--- src/rtl/mux_edge_pkg.sv ---
// ---------------------------------------------------------------------------
// mux_edge_pkg
//   Shared definitions for the mux edge timer: measurement FSM states,
//   default widths and the legal limit of the deglitch filter length.
// ---------------------------------------------------------------------------
package mux_edge_pkg;

    // Default width of the period counter and of the reported period.
    localparam int CNT_W_DEF    = 16;
    // Default number of stable synchronised samples before the level moves.
    localparam int FILT_LEN_DEF = 3;
    // Largest supported filter length; sets the filter counter width.
    localparam int FILT_LEN_MAX = 15;
    localparam int FILT_CNT_W   = $clog2(FILT_LEN_MAX + 1);

    typedef enum logic [1:0] {
        IDLE    = 2'd0,  // disabled, counter held at zero
        ARM     = 2'd1,  // waiting for the rise that opens an interval
        MEASURE = 2'd2   // counting cycles until the closing rise
    } state_e;

endpackage

--- src/rtl/mux_edge_timer_sync_deglitch.sv ---
// ---------------------------------------------------------------------------
// sync_deglitch
//   Two-flop synchroniser followed by a run-length filter. The filtered
//   level only moves after FILT_LEN consecutive synchronised samples that
//   disagree with it; shorter pulses are swallowed.
//
//   clk     in   system clock
//   rst_n   in   asynchronous active-low reset
//   din_i   in   raw asynchronous input
//   clr_i   in   clears the filter run count without touching the level
//   level_o out  filtered, synchronised level
//   rise_o  out  one-cycle strobe in the cycle after level goes 0 -> 1
// ---------------------------------------------------------------------------
module sync_deglitch
    import mux_edge_pkg::*;
#(
    parameter int FILT_LEN = FILT_LEN_DEF  // legal range 1..FILT_LEN_MAX
) (
    input  logic clk,
    input  logic rst_n,
    input  logic din_i,
    input  logic clr_i,
    output logic level_o,
    output logic rise_o
);

    localparam logic [FILT_CNT_W-1:0] CNT_LAST = FILT_CNT_W'(FILT_LEN - 1);

    logic                  s1_q, s2_q;
    logic                  level_q, level_d;
    logic                  level_prev_q;
    logic [FILT_CNT_W-1:0] cnt_q, cnt_d;

    // NOTE: every signal assigned here gets a default first, so no path
    // leaves it unassigned and no latch is inferred.
    always_comb begin
        cnt_d   = '0;
        level_d = level_q;
        if (!clr_i && (s2_q != level_q)) begin
            // The FILT_LEN-th disagreeing sample flips the level.
            if (cnt_q == CNT_LAST) begin
                level_d = s2_q;
            end else begin
                cnt_d = cnt_q + 1'b1;
            end
        end
    end

    // NOTE: sequential state uses non-blocking '<=' so all flops sample
    // their inputs from before the edge, independent of statement order.
    always_ff @(posedge clk or negedge rst_n) begin
        if (!rst_n) begin
            s1_q         <= 1'b0;
            s2_q         <= 1'b0;
            level_q      <= 1'b0;
            level_prev_q <= 1'b0;
            cnt_q        <= '0;
        end else begin
            s1_q         <= din_i;
            s2_q         <= s1_q;
            level_q      <= level_d;
            level_prev_q <= level_q;
            cnt_q        <= cnt_d;
        end
    end

    assign level_o = level_q;
    assign rise_o  = level_q & ~level_prev_q;

endmodule

--- src/rtl/mux_edge_timer.sv ---
// ---------------------------------------------------------------------------
// mux_edge_timer
//   Measures the number of clk cycles between consecutive filtered rising
//   edges of the muxed signal and offers each result through a single-entry
//   valid/ready buffer. An interval that spans a mux select change, or that
//   does not fit in the counter, is discarded.
//
//   clk          in   system clock
//   rst_n        in   asynchronous active-low reset
//   din          in   muxed signal, asynchronous to clk
//   sel          in   mux select; a change aborts the running interval
//   enable       in   measurement enable
//   period       out  measured interval in clk cycles
//   period_valid out  period holds an unconsumed value
//   period_ready in   consumer accepts period
//   level        out  filtered, synchronised din
//   overflow     out  one-cycle pulse: interval exceeded the counter range
//   missed       out  sticky: a capture was dropped with the buffer full
// ---------------------------------------------------------------------------
module mux_edge_timer
    import mux_edge_pkg::*;
#(
    parameter int CNT_W    = CNT_W_DEF,
    parameter int FILT_LEN = FILT_LEN_DEF
) (
    input  logic             clk,
    input  logic             rst_n,
    input  logic             din,
    input  logic [1:0]       sel,
    input  logic             enable,
    output logic [CNT_W-1:0] period,
    output logic             period_valid,
    input  logic             period_ready,
    output logic             level,
    output logic             overflow,
    output logic             missed
);

    localparam logic [CNT_W-1:0] CNT_ONE = CNT_W'(1);
    localparam logic [CNT_W-1:0] CNT_MAX = '1;

    state_e           state_q, state_d;
    logic [CNT_W-1:0] cnt_q, cnt_d;
    logic [CNT_W-1:0] period_q, period_d;
    logic             valid_q, valid_d;
    logic             ovf_q, ovf_d;
    logic             missed_q, missed_d;
    logic [1:0]       sel_q;
    logic             sel_chg;
    logic             rise;
    logic             capture;
    logic             xfer;

    // A select change only matters while a measurement is armed or running.
    assign sel_chg = (sel_q != sel) && (state_q != IDLE);

    sync_deglitch #(
        .FILT_LEN (FILT_LEN)
    ) u_sync_deglitch (
        .clk     (clk),
        .rst_n   (rst_n),
        .din_i   (din),
        .clr_i   (sel_chg),
        .level_o (level),
        .rise_o  (rise)
    );

    // Measurement FSM and interval counter.
    always_comb begin
        state_d = state_q;
        cnt_d   = cnt_q;
        capture = 1'b0;
        ovf_d   = 1'b0;
        unique case (state_q)
            IDLE: begin
                cnt_d = '0;
                if (enable) state_d = ARM;
            end
            ARM: begin
                if (rise) begin
                    cnt_d   = CNT_ONE;
                    state_d = MEASURE;
                end
            end
            MEASURE: begin
                // The counter equals the distance since the opening rise,
                // so on the closing rise it is the interval itself.
                if (rise) begin
                    capture = 1'b1;
                    cnt_d   = CNT_ONE;
                end else if (cnt_q == CNT_MAX) begin
                    ovf_d   = 1'b1;
                    cnt_d   = '0;
                    state_d = ARM;
                end else begin
                    cnt_d = cnt_q + 1'b1;
                end
            end
            default: begin
                cnt_d   = '0;
                state_d = IDLE;
            end
        endcase
        // The interval straddles two channels: throw it away and re-arm.
        if (sel_chg) begin
            state_d = ARM;
            cnt_d   = '0;
            capture = 1'b0;
            ovf_d   = 1'b0;
        end
        if (!enable) begin
            state_d = IDLE;
            cnt_d   = '0;
            capture = 1'b0;
            ovf_d   = 1'b0;
        end
    end

    // Single-entry output buffer.
    assign xfer = valid_q && period_ready;

    always_comb begin
        period_d = period_q;
        valid_d  = valid_q;
        missed_d = missed_q;
        if (xfer) begin
            valid_d  = 1'b0;
            missed_d = 1'b0;
        end
        if (capture) begin
            // A slot freed by this cycle's transfer can take the new value.
            if (!valid_q || period_ready) begin
                period_d = cnt_q;
                valid_d  = 1'b1;
            end else begin
                missed_d = 1'b1;
            end
        end
        if (!enable) valid_d = 1'b0;
    end

    always_ff @(posedge clk or negedge rst_n) begin
        if (!rst_n) begin
            state_q  <= IDLE;
            cnt_q    <= '0;
            period_q <= '0;
            valid_q  <= 1'b0;
            ovf_q    <= 1'b0;
            missed_q <= 1'b0;
            sel_q    <= 2'b00;
        end else begin
            state_q  <= state_d;
            cnt_q    <= cnt_d;
            period_q <= period_d;
            valid_q  <= valid_d;
            ovf_q    <= ovf_d;
            missed_q <= missed_d;
            sel_q    <= sel;
        end
    end

    assign period       = period_q;
    assign period_valid = valid_q;
    assign overflow     = ovf_q;
    assign missed       = missed_q;

endmodule

--- config.mk ---
export PLATFORM = sky130hd
export DESIGN_NAME = mux_edge_timer
export DESIGN_NICKNAME = d
export VERILOG_FILES = /design/src/rtl/mux_edge_pkg.sv /design/src/rtl/mux_edge_timer_sync_deglitch.sv /design/src/rtl/mux_edge_timer.sv
export SDC_FILE = /design/constraint.sdc
export NUM_CORES = 1
export LEC_CHECK = 0
export CAP_MARGIN = 15
export CORE_MARGIN = 1
export CORE_UTILIZATION = 58
export CTS_BUF_LIST = sky130_fd_sc_hd__clkbuf_4
export DETAILED_ROUTE_END_ITERATION = 8
export HOLD_SLACK_MARGIN = 0.12
export MAX_ROUTING_LAYER = met4
export PLACE_DENSITY = 0.87
export SLEW_MARGIN = 0
export SYNTH_ARGS = -nofsm -noshare
export SYNTH_HDL_FRONTEND = slang
export SYNTH_SLANG_ARGS = --single-unit
--- constraint.sdc ---
create_clock -name clk -period 2.4 [get_ports clk]
set_input_delay 0.6 -clock clk [delete_from_list [all_inputs] [get_ports clk]]
set_output_delay 0.6 -clock clk [all_outputs]
set_load 0.01 [all_outputs]
==> results.tsv <==
metric	value	unit
outcome	completed	
fin_nets	267	
yosys_warnings	0	
fp.dieH	65.2	microns
grt_pass1_vias	1640	
synthFlopType	dfrtp_1	
clock_latency	0.37	ns
hpwl	3220	microns
hold_ws	0.298	ns
highest_layer	met4	
met3_length	254	microns
io_pins	27	
grt_usage	25.2	%
synth_area	2320	sq um
synthArstFlopShare	100	%
crit_type	input port to register	
yosysTopAreaCell	dfrtp_1	
clock.fmax	441	MHz
path_clk_slew	0.14	ns
synth_area_leaders	dfrtp_1, mux2_2, ha_1, nand3_1, nand2_1	
cts_tree	yes	
rows	22	
fin_crit_sh	94.4	%
hold_viol_final	0	
synth-edff-count	0	
synthToLayoutAreaGrowth	20.0	%
drv_slew	0	
worstSetupStartpointType	input port	
rsz0062_at_grt	no	
core_area	3740	sq um
drt_first_pass_iters	4	
drc	0	
yosysTopAreaCellShare	50.8	%
p_leak	1.24	nW
synth-seq-cells	47	
ir_worst_vdd	0.550	mV
setup-tns-final	0	ns
h-tree-depth	2	
drive_gt1_share	17.7	%
ys_seq_area_share	50.8	%
avgSynthCellArea	10.9	sq um
syn-num-nets	226	
hold_path_class	input port to asynchronous set/reset pin	
p_per_area	661	nW/um^2
drt-total-wl	4660	microns
fillCellCount	296	
maxSlewHeadroom	62.4	%
drv_cap	0	
io_buffers	26	
postCtsHoldBufs	0	
ys_types	47	
drtIter0Drc	121	
clk_path_buf_depth	2	
die_w	65.2	microns
wl_met1	2090	microns
numClockSinks	47	
end_kind	register	
initial_core_util	61.9	%
antenna_found_initial	0	
wl_met2	2250	microns
setup_violations	0	
worst-endpoint-arrival	2.52	ns
cp_data_required_time	2.65	ns
grt_pass1_wl	7780	microns
vias_per_cell	5.97	
dieArea	4250	sq um
gp_congestion	0.909	
overflow	0	
via_count	1804	
antenna_cells	0	
post-place-ws	-0.277	ns
grt_max_degree	48	
ant_nets	0	
syn_inst	212	
tightest_slew	0.565	ns
setup_slack	0.134	ns
root_buffer	clkbuf_4	
numCtsBuffers	5	
cts_resized	0	
postLayoutCoreUtil	74.3	%
path_max_fanout	16	
period_minus_slack	2.27	ns
wl_per_cell	15.4	microns
cts_setup_buffers	0	
finClkSkew	0.0156	ns
## state kept, by name (all words and copies together) (netlist names)
register                      cells
state_q                           2
cnt_q                            16
overflow                          1
u_sync_deglitch.level_o           1
sel_q                             2
u_sync_deglitch.level_prev_q      1
u_sync_deglitch.s1_q              1
missed                            1
period_valid                      1
u_sync_deglitch.cnt_q             4
period                           16
u_sync_deglitch.s2_q              1
## worst paths after layout
kind                            depth (start not counted)  slack [ns]                 endpoint            startpoint
worst max-delay path                                    7        0.13                period[1]                sel[1]
worst min-delay path                                    2        0.30                period[3]                 rst_n
worst max register to register                          7        0.20                cnt_q[14]              cnt_q[0]
worst min register to register                          0        0.37     u_sync_deglitch.s2_q  u_sync_deglitch.s1_q
max in group asynchronous                               2        1.72  u_sync_deglitch.level_o                 rst_n
min in group clk                                        0        0.37     u_sync_deglitch.s2_q  u_sync_deglitch.s1_q
## critical path, stage by stage
cell	delay, ns
clkdlybuf4s50_1	0.46
xnor2_1	0.30
a21oi_2	0.10
or3_4	0.40
nor2b_2	0.16
buf_12	0.16
mux2_2	0.34
## cells in the mapped netlist, types with 2 or more instances
cell type  instances
nand3_1           16
mux2_2            18
inv_1              6
nor2_1            14
and4_1             3
nor2b_1            2
a31oi_1            3
nor3b_1            2
a21o_1             2
and2_1             2
nand2b_1           5
nor4_1             3
nor3_1             4
and3_1             4
xnor2_1            4
mux2i_1            4
o21a_1             2
dfrtp_1           47
nand2_1           14
nand4_1            8
a22o_1             2
a21oi_1            8
ha_1               7
o21ai_0            9
## final cells by class
class | count | area [sq um] | area share [%]
multi-input cells | 154 | 1080 | 38.8
inverters | 6 | 22.5 | 0.810
clock inverters | 3 | 38.8 | 1.40
repair buffers | 39 | 365 | 13.1
clock buffers | 5 | 37.5 | 1.35
well taps | 48 | 60.1 | 2.16
flip-flops and latches | 47 | 1180 | 42.3
## stage by stage
| step | power, mW | area, sq um | cells |
|---|---|---|---|
| 3_5_place_dp | 1.38 | 2700 | 294 |
| 3_3_place_gp | 1.37 | 2700 | 294 |
| 2_1_floorplan | 1.22 | 2320 | 212 |
| 4_1_cts | 1.84 | 2780 | 302 |
| 5_1_grt | 1.94 | 2780 | 302 |
| 6_report | 1.84 | 2780 | 302 |
## cells by family (layout without fill, tap and decap cells)
family          after synthesis  after routing  synth area share [%]
mux                          22             22                  10.5
xor+xnor                      5              5                  1.89
simple gates                 83             83                  20.2
flops                        47             47                  50.8
compound gates               37             37                  10.2
fa+ha+maj                     7              7                  3.78
buf+inv                      11             53                  2.64
## report_power, final
part           leakage [nW]  internal, mW  total (mW)  switching [mW]
clock network        0.0426         0.214       0.460           0.245
registers             0.640         0.845       0.900          0.0555
logic                 0.556         0.199       0.477           0.277
total                  1.24          1.26        1.84           0.578
## cells in the final DEF, fill, tap and decap left out, types with 2 or more instances in the layout
cell	count
nand2b_1	5
o21ai_0	9
clkdlybuf4s50_1	25
and2_1	2
a22o_1	2
a21oi_1	8
and3_1	4
and4_1	3
buf_4	12
nand2_1	14
nor4_1	3
ha_1	7
inv_1	6
a21o_1	2
nor2_1	14
o21a_1	2
nor3_1	4
xnor2_1	4
nand4_1	8
nor3b_1	2
nand3_1	16
nor2b_1	2
a31oi_1	3
mux2_2	18
clkbuf_4	5
mux2i_1	4
dfrtp_1	47
## per-layer routing
metal / track usage (%) / up-vias
li1: - / 851
met1: 32.9 / 897
met2: 39.0 / 51
met3: 5.73 / 5
met4: 8.42 / 0
met5: - / -
No activity file was read; power rests on OpenSTA's default activity.
